==> config.mk <==
export PLATFORM = sky130hd
export DESIGN_NAME = axi_rr_arbiter
export DESIGN_NICKNAME = d
export VERILOG_FILES = /design/src/rtl/axi_arb_pkg.sv /design/src/rtl/rr_picker.sv /design/src/rtl/axi_rr_arbiter.sv
export SDC_FILE = /design/constraint.sdc
export NUM_CORES = 1
export LEC_CHECK = 0
export CORE_AREA = 5 5 130 132
export DETAILED_ROUTE_END_ITERATION = 10
export DIE_AREA = 0 0 135 137
export GPL_ROUTABILITY_DRIVEN = 0
export PLACE_DENSITY = 0.81
export SYNTH_ARGS = -nofsm -noshare
export SYNTH_HDL_FRONTEND = slang
export SYNTH_HIERARCHICAL = 1
export SYNTH_SLANG_ARGS = --single-unit
==> constraint.sdc <==
create_clock -name clk -period 31.1 [get_ports clk]
set_input_delay 6.22 -clock clk [delete_from_list [all_inputs] [get_ports clk]]
set_output_delay 6.22 -clock clk [all_outputs]
set_load 0.005 [all_outputs]
==> src/rtl/axi_arb_pkg.sv <==
// Shared state and transfer-type encodings for the round-robin slot arbiter.
package axi_arb_pkg;

  typedef enum logic [1:0] {
    IDLE = 2'd0,
    RD   = 2'd1,
    WR   = 2'd2
  } slot_state_e;

  typedef enum logic {
    XFER_RD = 1'b0,
    XFER_WR = 1'b1
  } xfer_e;

  localparam int IDX_NONE = 0;

endpackage

==> src/rtl/rr_picker.sv <==
// Round-robin picker: first set request at or above ptr, wrapping to the bottom.
module rr_picker
  import axi_arb_pkg::*;
#(
  parameter int N  = 3,
  parameter int IW = $clog2(N + 1)
) (
  input  logic [N-1:0]  req,
  input  logic [IW-1:0] ptr,
  output logic [N-1:0]  gnt,
  output logic [IW-1:0] idx,
  output logic          found
);

  always_comb begin
    gnt   = '0;
    idx   = IW'(IDX_NONE);
    found = 1'b0;
    for (int i = 0; i < N; i++) begin
      if (!found && req[i] && (IW'(i) >= ptr)) begin
        found  = 1'b1;
        gnt[i] = 1'b1;
        idx    = IW'(i);
      end
    end
    for (int i = 0; i < N; i++) begin
      if (!found && req[i] && (IW'(i) < ptr)) begin
        found  = 1'b1;
        gnt[i] = 1'b1;
        idx    = IW'(i);
      end
    end
  end

endmodule

==> src/rtl/axi_rr_arbiter.sv <==
// Per-slot round-robin read/write arbiter with owner tracking.
// Optional sticky per-slot watchdog is built when ARB_WATCHDOG_EN is defined.
//
// state | meaning
// IDLE  | no connection; indices show the combinational grant, if any
// RD    | read connection held by owner until the last R beat is accepted
// WR    | write connection held by owner until the B response is accepted
module axi_rr_arbiter
  import axi_arb_pkg::*;
#(
  parameter int NUM_M       = 3,
  parameter int NUM_S       = 6,
  parameter int TIMEOUT_CYC = 1024,
  parameter int MIDX_BITS   = $clog2(NUM_M + 1),
  parameter int SIDX_BITS   = $clog2(NUM_S + 2)
) (
  input  logic                            clk,
  input  logic                            rst,
  input  logic [NUM_S:0][NUM_M-1:0]       r_req,
  input  logic [NUM_S:0][NUM_M-1:0]       w_req,
  input  logic [NUM_S:0]                  arready_s,
  input  logic [NUM_S:0]                  awready_s,
  input  logic [NUM_S:0]                  rvalid_s,
  input  logic [NUM_S:0]                  rlast_s,
  input  logic [NUM_S:0]                  bvalid_s,
  input  logic [NUM_M-1:0]                rready_m,
  input  logic [NUM_M-1:0]                bready_m,
  output logic [NUM_S:0][MIDX_BITS-1:0]   s_ridx,
  output logic [NUM_S:0][MIDX_BITS-1:0]   s_widx,
  output logic [NUM_M-1:0][SIDX_BITS-1:0] m_ridx,
  output logic [NUM_M-1:0][SIDX_BITS-1:0] m_widx
`ifdef ARB_WATCHDOG_EN
  ,
  output logic [NUM_S:0]                  timeout
`endif
);

  localparam int NSLOT = NUM_S + 1;

  if (TIMEOUT_CYC < 1 || NUM_M < 1 || NUM_S < 1) begin : g_bad_params
    $error("axi_rr_arbiter: NUM_M, NUM_S and TIMEOUT_CYC must be positive");
  end

`ifdef ARB_WATCHDOG_EN
  localparam int CNT_W = $clog2(TIMEOUT_CYC + 1);
`endif

  logic [NUM_S:0][NUM_M-1:0] rd_held;
  logic [NUM_S:0][NUM_M-1:0] wr_held;

  for (genvar s = 0; s < NSLOT; s++) begin : g_slot
    slot_state_e          state_q, state_d;
    logic [MIDX_BITS-1:0] owner_q, owner_d;
    logic [MIDX_BITS-1:0] ptr_q, ptr_d;
    xfer_e                pri_q, pri_d;
    logic [NUM_M-1:0]     owner_oh;
    logic [NUM_M-1:0]     excl_rd, excl_wr;
    logic [NUM_M-1:0]     lower_rd, lower_wr;
    logic [NUM_M-1:0]     rd_elig, wr_elig;
    logic [NUM_M-1:0]     gnt_oh, new_rd, new_wr;
    logic [MIDX_BITS-1:0] gnt_idx;
    logic                 gnt_found, rel, open, rd_pick, wr_pick;

    always_comb begin
      owner_oh = '0;
      for (int m = 0; m < NUM_M; m++) owner_oh[m] = (owner_q == MIDX_BITS'(m));
    end

    assign rd_held[s] = (state_q == RD) ? owner_oh : '0;
    assign wr_held[s] = (state_q == WR) ? owner_oh : '0;

    always_comb begin
      excl_rd = '0;
      excl_wr = '0;
      for (int t = 0; t < NSLOT; t++) begin
        if (t != s) begin
          excl_rd = excl_rd | rd_held[t];
          excl_wr = excl_wr | wr_held[t];
        end
      end
    end

    // Grants made this cycle by lower slots also exclude a master, so two idle
    // slots can never hand the same master the same transfer type at one edge.
    if (s == 0) begin : g_first
      assign lower_rd = '0;
      assign lower_wr = '0;
    end else begin : g_next
      assign lower_rd = g_slot[s-1].lower_rd | g_slot[s-1].new_rd;
      assign lower_wr = g_slot[s-1].lower_wr | g_slot[s-1].new_wr;
    end

    always_comb begin
      rel = 1'b0;
      case (state_q)
        RD:      rel = rvalid_s[s] & rlast_s[s] & |(rready_m & owner_oh);
        WR:      rel = bvalid_s[s] & |(bready_m & owner_oh);
        default: rel = 1'b0;
      endcase
    end

    assign open    = !rst && ((state_q == IDLE) || rel);
    assign rd_elig = (open && arready_s[s])  ? (r_req[s] & ~excl_rd & ~lower_rd) : '0;
    assign wr_elig = (open && awready_s[s]) ? (w_req[s] & ~excl_wr & ~lower_wr) : '0;

    rr_picker #(.N(NUM_M), .IW(MIDX_BITS)) u_pick (
      .req   (rd_elig | wr_elig),
      .ptr   (ptr_q),
      .gnt   (gnt_oh),
      .idx   (gnt_idx),
      .found (gnt_found)
    );

    assign rd_pick = gnt_found && |(gnt_oh & rd_elig) &&
                     (!(|(gnt_oh & wr_elig)) || (pri_q == XFER_RD));
    assign wr_pick = gnt_found && |(gnt_oh & wr_elig) && !rd_pick;
    assign new_rd  = rd_pick ? gnt_oh : '0;
    assign new_wr  = wr_pick ? gnt_oh : '0;

    always_comb begin
      state_d = state_q;
      owner_d = owner_q;
      ptr_d   = ptr_q;
      pri_d   = pri_q;
      if (rel) state_d = IDLE;
      if (rd_pick || wr_pick) begin
        state_d = rd_pick ? RD : WR;
        owner_d = gnt_idx;
        ptr_d   = (gnt_idx == MIDX_BITS'(NUM_M - 1)) ? '0 : gnt_idx + MIDX_BITS'(1);
        pri_d   = rd_pick ? XFER_WR : XFER_RD;
      end
    end

    always_ff @(posedge clk or posedge rst) begin
      if (rst) begin
        state_q <= IDLE;
        owner_q <= '0;
        ptr_q   <= '0;
        pri_q   <= XFER_RD;
      end else begin
        state_q <= state_d;
        owner_q <= owner_d;
        ptr_q   <= ptr_d;
        pri_q   <= pri_d;
      end
    end

    // A held connection always shows its owner; a re-grant in the release
    // cycle only becomes visible once registered.
    assign s_ridx[s] = (state_q == RD)               ? owner_q + MIDX_BITS'(1) :
                       ((state_q == IDLE) && rd_pick) ? gnt_idx + MIDX_BITS'(1) :
                                                        MIDX_BITS'(IDX_NONE);
    assign s_widx[s] = (state_q == WR)               ? owner_q + MIDX_BITS'(1) :
                       ((state_q == IDLE) && wr_pick) ? gnt_idx + MIDX_BITS'(1) :
                                                        MIDX_BITS'(IDX_NONE);

`ifdef ARB_WATCHDOG_EN
    logic [CNT_W-1:0] cnt_q, cnt_d;
    logic             to_q;

    always_comb begin
      cnt_d = cnt_q;
      if ((state_q == IDLE) || rel)           cnt_d = '0;
      else if (cnt_q != CNT_W'(TIMEOUT_CYC)) cnt_d = cnt_q + CNT_W'(1);
    end

    always_ff @(posedge clk or posedge rst) begin
      if (rst) begin
        cnt_q <= '0;
        to_q  <= 1'b0;
      end else begin
        cnt_q <= cnt_d;
        if (cnt_d == CNT_W'(TIMEOUT_CYC)) to_q <= 1'b1;
      end
    end

    assign timeout[s] = to_q;
`endif
  end

  always_comb begin
    m_ridx = '0;
    m_widx = '0;
    for (int s = 0; s < NSLOT; s++) begin
      for (int m = 0; m < NUM_M; m++) begin
        if (s_ridx[s] == MIDX_BITS'(m + 1)) m_ridx[m] = SIDX_BITS'(s + 1);
        if (s_widx[s] == MIDX_BITS'(m + 1)) m_widx[m] = SIDX_BITS'(s + 1);
      end
    end
  end

endmodule

==> qor.csv <==
metric,value,unit
overflow,0,
antenna_left,0,
synth_area,0.00761,mm²
drive_gt1_share,6.73,%
cts_tree,yes,
die_y,137,µm
synthTopCellsByArea,"dfrtp_1, ha_1, nand2_1",
nets,1299,
wl_per_cell,22.3,µm
cp.required,24880,ps
antenna_found_initial,0,
grt_usage,31.9,%
clk_pin_slew,80,ps
setup_viol,0,
syn-num-nets,1186,
critical-path-max-stage-delay,800,ps
area_growth,21.2,%
num_vias,9299,
grt_pass1_vias,8586,
reg2reg_slack,13830,ps
finalSetupTns,0,ps
finalHoldViolations,0,
fin_skew,7.98,ps
dr.pass1.iters,11,
clock-sinks,49,
coreArea,0.0156,mm²
fp.dieW,135,µm
crit_arrival,23700,ps
path_max_fanout,14,
start_kind,input port,
grt_max_degree,50,
hold_path.startpoint,g_slot[6].pri_q,
synth.distinct_cells,92,
synth_flop_cell,dfrtp_1,
layout_commonest_cell,nand2_1,
final_cell_mix,"nand2_1, clkdlybuf4s50_1, inv_1",
slew_headroom,16.3,%
whs_path_depth,1,
synth_cells,1045,
routed_wl,30600,µm
worstSkewPairLatency,320,ps
p_leak,3.61,nW
placed_area,0.00905,mm²
power_density,64.7,mW/mm²
drtIter0Drc,1432,
crit_path_frequent_cell,o31a_1,
fin_crit,29920,ps
synth-edff-count,0,
fin_crit_sh,96.2,%
routed_via_density,6.76,
async_reset_ff_share,100,%
vdd_ir_drop_max,0.0526,mV
violations,DRC,
ys_seq_elements,49,
dieArea,0.0185,mm²
place_inst,1367,
synth_warnings,6,
r2r_start,g_slot[6].owner_q[0],
initial_core_util,48.8,%
worstMarginPinSlew,1250,ps
min_path_type,reg -> reg,
cts_inserted_buffers,5,
root_buffer,clkbuf_16,
cts_max_level,2,
fmax,33.4,MHz
clock_path_buffers,2,
num_rows,46,
port_buffers,130,
finalHoldWorstSlack,470,ps
n_antenna_cell,0,
rsz0062_at_grt,no,
post_cts_buffers,0,
synth_top_cell_by_area,dfrtp_1,
ys_seq_area_share,16.1,%
dp_hpwl,24500,µm
cap_violations,0,
worstSetupPathType,in -> out,
critPathCaptureType,output port,
final_cell_area,0.00922,mm²
grt_pass1_wl,46500,µm
slew_violations,0,
synth_top_area_share,16.1,%
critical-path-slowest-cell,clkdlybuf4s50_1,
status,"finished, violations left",
drc,19,
io_pins,131,
whs_endpoint,g_slot[6].pri_q,
reg2regPathDepth,62,
reg2reg_to,g_slot[6].ptr_q[0],
instances_no_fill,1375,
syn_avg_cell_area,7.28,µm²
-- kinds of logic (layout without fill, tap and decap cells) --
family                   Yosys count  count (layout)  synth area share (%)
buffers and inverters            118             232                  6.46
flip-flops                        49              49                  16.1
adder cells (fa/ha/maj)           56              56                  9.21
multiplexers                      16              16                  2.33
AO/OA/AOI/OAI                    328             328                  34.1
AND/OR/NAND/NOR                  478             478                  31.8
-- power by group --
group | switching (mW) | internal [mW] | total [mW]
combinational | 0.262 | 0.170 | 0.432
sequential | 0.0207 | 0.0830 | 0.104
clock | 0.0309 | 0.0302 | 0.0610
-- layer usage --
| layer | global-route usage (%) | part of all wire [%] | vias to the layer above |
|---|---|---|---|
| met4 | 19.7 | 7.1 | 0 |
| met5 | 0 | 0 | - |
| met3 | 8.09 | 13 | 159 |
| met1 | 40.6 | 37 | 4226 |
| li1 | - | - | 4163 |
| met2 | 48.4 | 42 | 751 |
-- critical path: cells and delay by family --
family	cells	cell delay (ps)
and+or+nand+nor	22	5360
adders and majority gates	1	360
AOI/OAI and AO/OA	33	9920
buffers and inverters	6	1840
-- Yosys cell counts (15+ instances only) --
cell	n
nand2_1	181
a222oi_1	20
inv_1	91
and2_1	21
and4_1	15
dfrtp_1	49
nand4_1	30
o31a_1	17
a21oi_1	40
a22oi_1	16
nand3_1	44
a221oi_1	15
nor2_1	66
o21ai_0	42
or3_1	19
nand2b_1	19
ha_1	56
-- what timing repair did --
item / in CTS / in global routing
resized for setup: 0 / 6
hold buffers: 0 / 0
endpoints found under the setup margin: 0 / 22
-- cell type report --
type | instances | area [µm²]
Fill cell | 1472 | 6370
Inverter | 92 | 345
Clock inverter | 3 | 21.3
Multi-Input combinational cell | 878 | 5920
Clock buffer | 5 | 125
Timing Repair Buffer | 132 | 1320
Sequential cell | 49 | 1230
Tap cell | 216 | 270
-- metrics by stage --
stage,util [%],power [mW],worst slack (ps)
2_1_floorplan,-,0.363,5300
5_1_grt,59.1,0.630,5.73
3_3_place_gp,58.0,0.511,2020
3_5_place_dp,58.0,0.517,1470
6_report,59.1,0.597,1180
4_1_cts,59.0,0.580,1440
-- registers in the layout, indices dropped and copies added, names as in the netlist --
| register | flops |
|---|---|
| g_slot.owner_q | 14 |
| g_slot.pri_q | 7 |
| g_slot.ptr_q | 14 |
| g_slot.state_q | 14 |
-- worst max-delay path by stage --
stage	startpoint	endpoint	slack, ps	depth (start not counted)
2_1_floorplan	rready_m[1]	m_widx[3]	5300	62
3_3_place_gp	rready_m[2]	s_ridx[13]	2020	57
3_5_place_dp	rst	m_widx[3]	1470	59
4_1_cts	rst	m_widx[3]	1440	59
5_1_grt	rst	m_widx[5]	6	62
6_report	rst	m_widx[3]	1180	62
Power figures use the tool's default switching activity.
